===== src/rtl/pipe_hazard_ctrl_pkg.sv =====
// Shared encodings for the hazard/control unit: pipeline-register ctrl,
// forwarding selects, multiply-unit control and FSM state codes.
package pipe_hazard_ctrl_pkg;

  typedef enum logic [1:0] {
    GO    = 2'd0,
    STALL = 2'd1,
    FLUSH = 2'd2
  } ctrl_t;

  typedef enum logic [1:0] {
    FROM_ID  = 2'd0,
    FROM_EX  = 2'd1,
    FROM_MEM = 2'd2
  } fwd_t;

  typedef enum logic [1:0] {
    MULT_IDLE  = 2'd0,
    MULT_START = 2'd1,
    MULT_HOLD  = 2'd2,
    MULT_DONE  = 2'd3
  } mult_t;

  typedef enum logic [1:0] {
    RUN   = 2'd0,
    MBUSY = 2'd1,
    MDONE = 2'd2,
    HALT  = 2'd3
  } state_t;

endpackage


===== src/rtl/pipe_hazard_ctrl_fwd_sel.sv =====
// Per-source forwarding select, purely combinational; EX result beats MEM result.
// sel_raw ignores the "uses" bit so store data can still be forwarded.
module fwd_sel
  import pipe_hazard_ctrl_pkg::*;
(
  input  logic [4:0] src,
  input  logic       uses,
  input  logic       ex_valid,
  input  logic       ex_regWr,
  input  logic [4:0] ex_rd,
  input  logic       mem_valid,
  input  logic       mem_regWr,
  input  logic [4:0] mem_rd,
  output fwd_t       sel_raw,
  output fwd_t       sel
);

  logic src_nz;
  logic hit_ex;
  logic hit_mem;

  assign src_nz  = (src != 5'd0);
  assign hit_ex  = ex_valid  & ex_regWr  & (ex_rd  == src) & src_nz;
  assign hit_mem = mem_valid & mem_regWr & (mem_rd == src) & src_nz;

  always_comb begin
    sel_raw = FROM_ID;
    if (hit_ex)
      sel_raw = FROM_EX;
    else if (hit_mem)
      sel_raw = FROM_MEM;
  end

  assign sel = uses ? sel_raw : FROM_ID;

endmodule


===== src/rtl/pipe_hazard_ctrl.sv =====
// Pipeline hazard/control unit: forwarding selects, load-use stall, multi-cycle
// multiply occupancy of EX, redirect flush and trap halt.
module pipe_hazard_ctrl
  import pipe_hazard_ctrl_pkg::*;
#(
  parameter int MULT_LAT = 4,
  parameter int CNT_W    = 3
) (
  input  logic       clk,
  input  logic       rst,
  input  logic       id_valid,
  input  logic [4:0] id_rs,
  input  logic [4:0] id_rt,
  input  logic       id_uses_rs,
  input  logic       id_uses_rt,
  input  logic       id_is_mult,
  input  logic       id_memWr,
  input  logic       ex_valid,
  input  logic       ex_regWr,
  input  logic       ex_memRd,
  input  logic [4:0] ex_rd,
  input  logic       mem_valid,
  input  logic       mem_regWr,
  input  logic [4:0] mem_rd,
  input  logic       ex_redirect,
  input  logic       ex_trap,
  output logic       pcWr,
  output logic [1:0] ifid_ctrl,
  output logic [1:0] idex_ctrl,
  output logic [1:0] exmem_ctrl,
  output logic [1:0] memwb_ctrl,
  output logic [1:0] multCtrl,
  output logic [1:0] busA_sel_d,
  output logic [1:0] busB_sel_d,
  output logic [1:0] memWrData_sel_d,
  output logic       mult_busy
);

  state_t           state, state_nxt;
  logic [CNT_W-1:0] cnt, cnt_nxt;

  fwd_t rs_raw, rs_sel, rt_raw, rt_sel;
  logic lu;

  fwd_sel u_fwd_rs (
    .src      (id_rs),
    .uses     (id_uses_rs),
    .ex_valid (ex_valid),
    .ex_regWr (ex_regWr),
    .ex_rd    (ex_rd),
    .mem_valid(mem_valid),
    .mem_regWr(mem_regWr),
    .mem_rd   (mem_rd),
    .sel_raw  (rs_raw),
    .sel      (rs_sel)
  );

  fwd_sel u_fwd_rt (
    .src      (id_rt),
    .uses     (id_uses_rt),
    .ex_valid (ex_valid),
    .ex_regWr (ex_regWr),
    .ex_rd    (ex_rd),
    .mem_valid(mem_valid),
    .mem_regWr(mem_regWr),
    .mem_rd   (mem_rd),
    .sel_raw  (rt_raw),
    .sel      (rt_sel)
  );

  // Store data on rt is picked up later via memWrData_sel, so it never stalls.
  assign lu = id_valid & ex_valid & ex_memRd & (ex_rd != 5'd0) &
              ((id_uses_rs & (ex_rd == id_rs)) |
               (id_uses_rt & ~id_memWr & (ex_rd == id_rt)));

  always_ff @(posedge clk or negedge rst) begin
    if (!rst) begin
      state <= RUN;
      cnt   <= '0;
    end else begin
      state <= state_nxt;
      cnt   <= cnt_nxt;
    end
  end

  always_comb begin
    state_nxt       = state;
    cnt_nxt         = cnt;
    pcWr            = 1'b1;
    ifid_ctrl       = GO;
    idex_ctrl       = GO;
    exmem_ctrl      = GO;
    memwb_ctrl      = GO;
    multCtrl        = MULT_IDLE;
    mult_busy       = 1'b0;
    busA_sel_d      = rs_sel;
    busB_sel_d      = rt_sel;
    memWrData_sel_d = id_memWr ? rt_raw : FROM_ID;

    if (!rst) begin
      pcWr            = 1'b0;
      ifid_ctrl       = FLUSH;
      idex_ctrl       = FLUSH;
      exmem_ctrl      = FLUSH;
      memwb_ctrl      = FLUSH;
      busA_sel_d      = FROM_ID;
      busB_sel_d      = FROM_ID;
      memWrData_sel_d = FROM_ID;
    end else begin
      case (state)
        HALT: begin
          pcWr      = 1'b0;
          ifid_ctrl = FLUSH;
          idex_ctrl = FLUSH;
        end
        // EX holds the multiply: redirect/trap cannot be acted on yet.
        MBUSY: begin
          pcWr       = 1'b0;
          ifid_ctrl  = STALL;
          idex_ctrl  = STALL;
          exmem_ctrl = FLUSH;
          multCtrl   = MULT_HOLD;
          mult_busy  = 1'b1;
          if (cnt == '0)
            state_nxt = MDONE;
          else
            cnt_nxt = cnt - CNT_W'(1);
        end
        default: begin
          state_nxt = RUN;
          if (state == MDONE)
            multCtrl = MULT_DONE;
          if (ex_trap) begin
            pcWr      = 1'b0;
            ifid_ctrl = FLUSH;
            idex_ctrl = FLUSH;
            state_nxt = HALT;
          end else if (ex_redirect) begin
            ifid_ctrl = FLUSH;
            idex_ctrl = FLUSH;
          end else if (lu) begin
            pcWr      = 1'b0;
            ifid_ctrl = STALL;
            idex_ctrl = FLUSH;
          end else if (id_valid & id_is_mult) begin
            multCtrl  = MULT_START;
            state_nxt = MBUSY;
            cnt_nxt   = CNT_W'(MULT_LAT - 2);
          end
        end
      endcase
    end
  end

endmodule

===== config.mk =====
export PLATFORM = sky130hd
export DESIGN_NAME = pipe_hazard_ctrl
export DESIGN_NICKNAME = d
export VERILOG_FILES = /design/src/rtl/pipe_hazard_ctrl_pkg.sv /design/src/rtl/pipe_hazard_ctrl_fwd_sel.sv /design/src/rtl/pipe_hazard_ctrl.sv
export SDC_FILE = /design/constraint.sdc
export NUM_CORES = 1
export LEC_CHECK = 0
export CORE_MARGIN = 4
export CORE_UTILIZATION = 33
export CTS_CLUSTER_SIZE = 30
export DETAILED_ROUTE_END_ITERATION = 8
export PLACE_DENSITY_LB_ADDON = 0.05
export SKIP_CTS_REPAIR_TIMING = 1
export SYNTH_ARGS = -nofsm -noshare
export SYNTH_HDL_FRONTEND = slang
export SYNTH_SLANG_ARGS = --single-unit

===== constraint.sdc =====
create_clock -name clk -period 1.55 [get_ports clk]
set_clock_uncertainty 0.1 [all_clocks]
set_input_delay 0.155 -clock clk [delete_from_list [all_inputs] [get_ports clk]]
set_output_delay 0.155 -clock clk [all_outputs]
set_load 0.005 [all_outputs]

Word level (Yosys, flattened, before mapping)
Index checks and enable logic that the tools add are counted.

storage, ports and cells
  register bits after elaboration = 5
  output and inout bits = 18
  bits in writable memories = 0
  input bits = 34
  latch bits = 0
  ROM bits = 0
  logic and storage cells = 93
  memories = 0

cells by class
  divide/modulo/power cells = 0
  multiply operators = 0
  mux-type cells = 49
  add/sub/neg operators = 1
  magnitude comparators = 0
  equality and inequality tests = 12
  bitwise gates (word level) = 21
  reduce and logical (&&, ||, !) cells = 8
  shift operators = 0

operators with widths
  cell                   number
  $mux W2                28
  $eq A5 B5 Y1           4
  $and A1 B1 Y1          18
  $pmux W2 S2            4
  $mux W3                5
  $reduce_bool A5 Y1     3
  $mux W1                11
  $reduce_and A7 Y1      1
  $ne A2 B1 Y1 const B   3
  $pmux W3 S2            1
  $eq A2 B2 Y1 const B   2
  $ne A2 B2 Y1 const B   2
  $logic_not A3 Y1       1
  $reduce_and A3 Y1      1
  $sub A3 B1 Y3 const B  1
  $eq A2 B1 Y1 const B   1
  $not A1 Y1             2
  $reduce_bool A2 Y1     1
  $reduce_or A2 Y1       1
  $or A1 B1 Y1           1

Longest topological paths before layout
  depth after elaboration = 10
  depth in mapped cells = 7
  mapped depth without buffers = 7

Cells and area by module
A second synthesis with hierarchy kept.

second synthesis, totals
  cell total of the unflattened synthesis = 130
  area, all modules = 977.2 µm²

by module, submodules not included
  module            times used  area an instance (µm²)  cells an instance  seq. area each (µm²)
  pipe_hazard_ctrl  1           624.3                   82                 125.1
  fwd_sel           2           176.4                   24                 0.0

Worst setup path before layout
No wires, ideal clock.

  kind = register to register
  from = register cnt[0]
  to = register cnt[0]
  arrival = 1327 ps
  slack = -13 ps
  stages on the path, launching flop included = 8
  required time = 1315 ps
  path through = dfrtp_1 > inv_1 > ha_1 > nor2b_1 > o22ai_1 > a21oi_1 > a311oi_1 > o31ai_2

on the way
  longest elaborated chain between the ends = 3
  elaborated cells between the ends (all ways) = 6

RTL lines
  item                                                      line                                              source
  start: declaration                                        pipe_hazard_ctrl.sv:40                            logic [CNT_W-1:0] cnt, cnt_nxt;
  start signal: assignment                                  pipe_hazard_ctrl.sv:82                            cnt <= cnt_nxt;
  $sub A3 B1 Y3 / $logic_not A3 Y1 (equally long branches)  pipe_hazard_ctrl.sv:127, pipe_hazard_ctrl.sv:124
  $mux W3 / $ne A2 B2 Y1 (equally long branches)            --
  $pmux W3 S2 / $reduce_and A7 Y1 (equally long branches)   --

Several ways; a longest one is shown, not always the timed one. The select of a mux whose other input is x is not followed.
A chain may end at the register's enable or synchronous reset.

Worst setup path in the final report
  from = register state[0]
  to = output idex_ctrl[1]

on the way
  longest elaborated chain between the ends = 3
  elaborated cells between the ends (all ways) = 4

RTL lines
  item                                                 line                     source
  start: declaration                                   pipe_hazard_ctrl.sv:39   state_t state, state_nxt;
  start signal: assignment                             pipe_hazard_ctrl.sv:81   state <= state_nxt;
  $eq A2 B1 Y1 / $eq A2 B2 Y1 (equally long branches)  pipe_hazard_ctrl.sv:110  case (state)
  $pmux W2 S2 (*)                                      pipe_hazard_ctrl.sv:110
  $mux W2 (*)                                          pipe_hazard_ctrl.sv:100  if (!rst) begin
  end: declaration                                     pipe_hazard_ctrl.sv:29   output logic [1:0] idex_ctrl,

Mark *: on every way between the ends. The rest lies on a longest branch, timed or not.

==> run_results.csv <==
group,metric,value,unit
synth,ys_seq_elements,5,
drt,drtAntennaViolNets,0,
sta,setup-tns-final,-1.600,ns
die,die_w,57.95,µm
global_routing,gr-total-overflow,0,
synth,synth.top_cells.by_area,"dfrtp_1 (15%), xor2_1 (12%), xnor2_1 (9.6%)",
sta,rsz0062_at_grt,"true",
synth,yosysUniqueCellTypes,36,
sta,setup_violations,13,
min_path,holdCritPathClass,"in -> async",
sta,min_period,1.872,ns
worst_setup_path,cpMaxStageDelayCell,"dfrtp_2",
worst_setup_path,cp.arrival,1.62,ns
place,io_buffers,49,
power_and_ir_drop,fin_total_pwr,1350,µW
cells_and_area,seqCellArea,126.4,µm²
sta,fin_ws,-0.3218,ns
clocking,ctsHtreeMaxLevel,1,
synth,yosys.area.top_type,"dfrtp_1",
worst_setup_path,crit_chain,"buf_4 > inv_2 > nor2_1 > o21ai_2 > buf_4 > o21bai_1 > dlymetal6s2s_1",
cells_and_area,final_nets,250,
die,io_pins,52,
drt,vias_per_cell,5.419,
synth,syn_area,823.3,µm²
cells_and_area,fin_util,0.8508,
worst_setup_path,cp-end-kind,"primary output",
clocking,insertion_delay,0.24,ns
worst_setup_path,cp_max_fo,7,
drt,firstDrtPassIters,4,
sta,slew_violations,0,
die,dieArea,0.003358,mm²
drt,num_vias,1306,
global_routing,antenna_found_initial,0,
worst_setup_path,crit_path_frequent_cell,"buf_4",
clocking,cts_sinks,5,
cells_and_area,drive_gt1_frac,0.5352,
sta,max_freq,534.3,MHz
drt,wl_per_cell,18.02,µm
synth,netlist_instances,110,
job,drv_cap,0,
global_routing,grt_max_degree,9,
power_and_ir_drop,p_per_area,690.9,mW/mm²
global_routing,grt_pass1_vias,1170,
worst_setup_path,crit_type,"reg -> out",
drt,first_iter_violations,45,
synth,seq_area_frac_synth,0.1520,
die,die_h,57.95,µm
clocking,numCtsBuffers,3,
worst_setup_path,startpoint_type,"flop",
global_routing,grt_use_total,0.1849,
global_routing,grt_pass1_wl,4.926,mm
place,hpwl,2.702,mm
sta,finalHoldViolCount,0,
outcome,violations,"negative setup slack",
clocking,clk_pin_slew_worst_paths,0.05,ns
worst_setup_path,worstPathRequired,1.29,ns
power_and_ir_drop,peakVddDrop,0.9166,mV
clocking,clockRootBuffer,"clkbuf_4",
clocking,cts_buffer_depth,2,
cells_and_area,area_growth,137.4,%
die,start_util,0.3584,
die,core,0.002297,mm²
synth,yosysWarnings,0,
power_and_ir_drop,leakage,0.001048,µW
cells_and_area,insertedDiodeCount,0,
synth,synth_top_area_frac,0.1520,
worst_setup_path,slowest_delay,0.43,ns
outcome,outcome,"finished, violations left",
clocking,cts_tree,"yes",
die,row_count,17,
synth,synth.avg_cell_area,7.484,µm²
cells_and_area,fillCellCount,128,
sta,period_share,1.208,
place,gp_congestion,0.8627,
drt,totalWireLength,4.344,mm
cells_and_area,multiInputGateArea,810.8,µm²
drt,drc,0,
## final cells by class
class	count	area share
multi-input combinational	94	0.4149
sequential	5	0.06466
inverter	5	0.009603
clock buffer	4	0.01344
tap	28	0.01793
timing repair buffer	105	0.4795
## synthesized netlist by cell type
cell and count:
nor2_1 12, xor2_1 11, a21oi_1 9, xnor2_1 9, nand2_1 8, nor3_1 6
dfrtp_1 5, inv_1 5, nand3_1 5, buf_2 3, buf_4 3, nand4_1 3
a31o_1 2, and3b_1 2, ha_1 2, nand2b_1 2, nor3_2 2, o21ai_0 2
or4_1 2, a211o_1 1, a311oi_1 1, a31oi_1 1, a32o_1 1, buf_6 1
conb_1 1, nand3b_1 1, nand4bb_2 1, nor2b_1 1, nor4_1 1, nor4b_1 1
o211ai_1 1, o21a_1 1, o21bai_1 1, o22ai_1 1, o2bb2a_4 1, o31ai_2 1
## per-stage QoR
| step | hold WS (ns) | area [µm²] | worst slack [ns] | instances |
|---|---|---|---|---|
| finish | 0.4334 | 1954 | -0.3218 | 241 |
| global route | 0.4259 | 1954 | -0.3408 | 241 |
| CTS | 0.1893 | 1645 | -0.8441 | 227 |
| detailed placement | 0.4425 | 1619 | -0.8399 | 223 |
| global placement | 0.4539 | 1619 | -0.8336 | 223 |
| floorplan | -0.2406 | 827.0 | 0.02844 | 111 |
## layout by cell type, fill, tap and decap left out, drive strengths merged, types with 2 or more instances in the layout
cell type,n
a31o,2
or4,2
ha,2
nand2,8
buf,66
and3b,2
a21oi,9
o21ai,2
nand3,5
xor2,11
nand4,3
dlygate4sd3,2
conb,2
dlymetal6s2s,24
nor2,12
nor3,8
inv,5
clkbuf,11
nand2b,2
dfrtp,5
clkdlybuf4s50,6
xnor2,9
## worst max-delay path: cells and delay by family, from the launching register on
kind            cells  cell delay (ns)
buf+inv             4             0.50
compound gates      2             0.26
simple gates        1             0.18
flops               1             0.43
## report_power, final
| part | switching [µW] | internal, µW | leakage (µW) | total, µW |
|---|---|---|---|---|
| registers | 53.3 | 180 | 0.0000532 | 233 |
| logic | 430 | 536 | 0.000980 | 966 |
| clock network | 53.5 | 97.4 | 0.0000150 | 151 |
| total | 537 | 813 | 0.00105 | 1350 |
## flip-flops by register name (all words and copies together), names as in the netlist
| name | flops |
|---|---|
| cnt | 3 |
| state | 2 |
## layer usage
layer,track usage,part of all wire,vias to the layer above
met5,0,0,-
met4,0.04305,0.023,0
met3,0.04232,0.079,16
met2,0.3258,0.51,73
met1,0.2264,0.38,624
li1,-,-,593
## cells by family after synthesis
family | after synthesis | synth area share
adders and majority gates | 2 | 0.03039
AOI/OAI and AO/OA | 23 | 0.2037
xor gates and xnor gates | 20 | 0.2128
DFF | 5 | 0.1520
and+or+nand+nor | 47 | 0.3146
other | 1 | 0.004555
buffers and inverters | 12 | 0.08206
## worst paths after layout
kind | start | to | slack, ns | cells after the start
max | state[0] | idex_ctrl[1] | -0.32 | 7
min | rst | cnt[1] | 0.43 | 3
max reg2reg | state[0] | cnt[0] | -0.03 | 6
min reg2reg | cnt[1] | cnt[1] | 0.55 | 3
max in group asynchronous | rst | state[0] | 0.58 | 4
min in group clk | id_memWr | cnt[0] | 0.47 | 5
No activity file was read; power rests on OpenSTA's default activity.
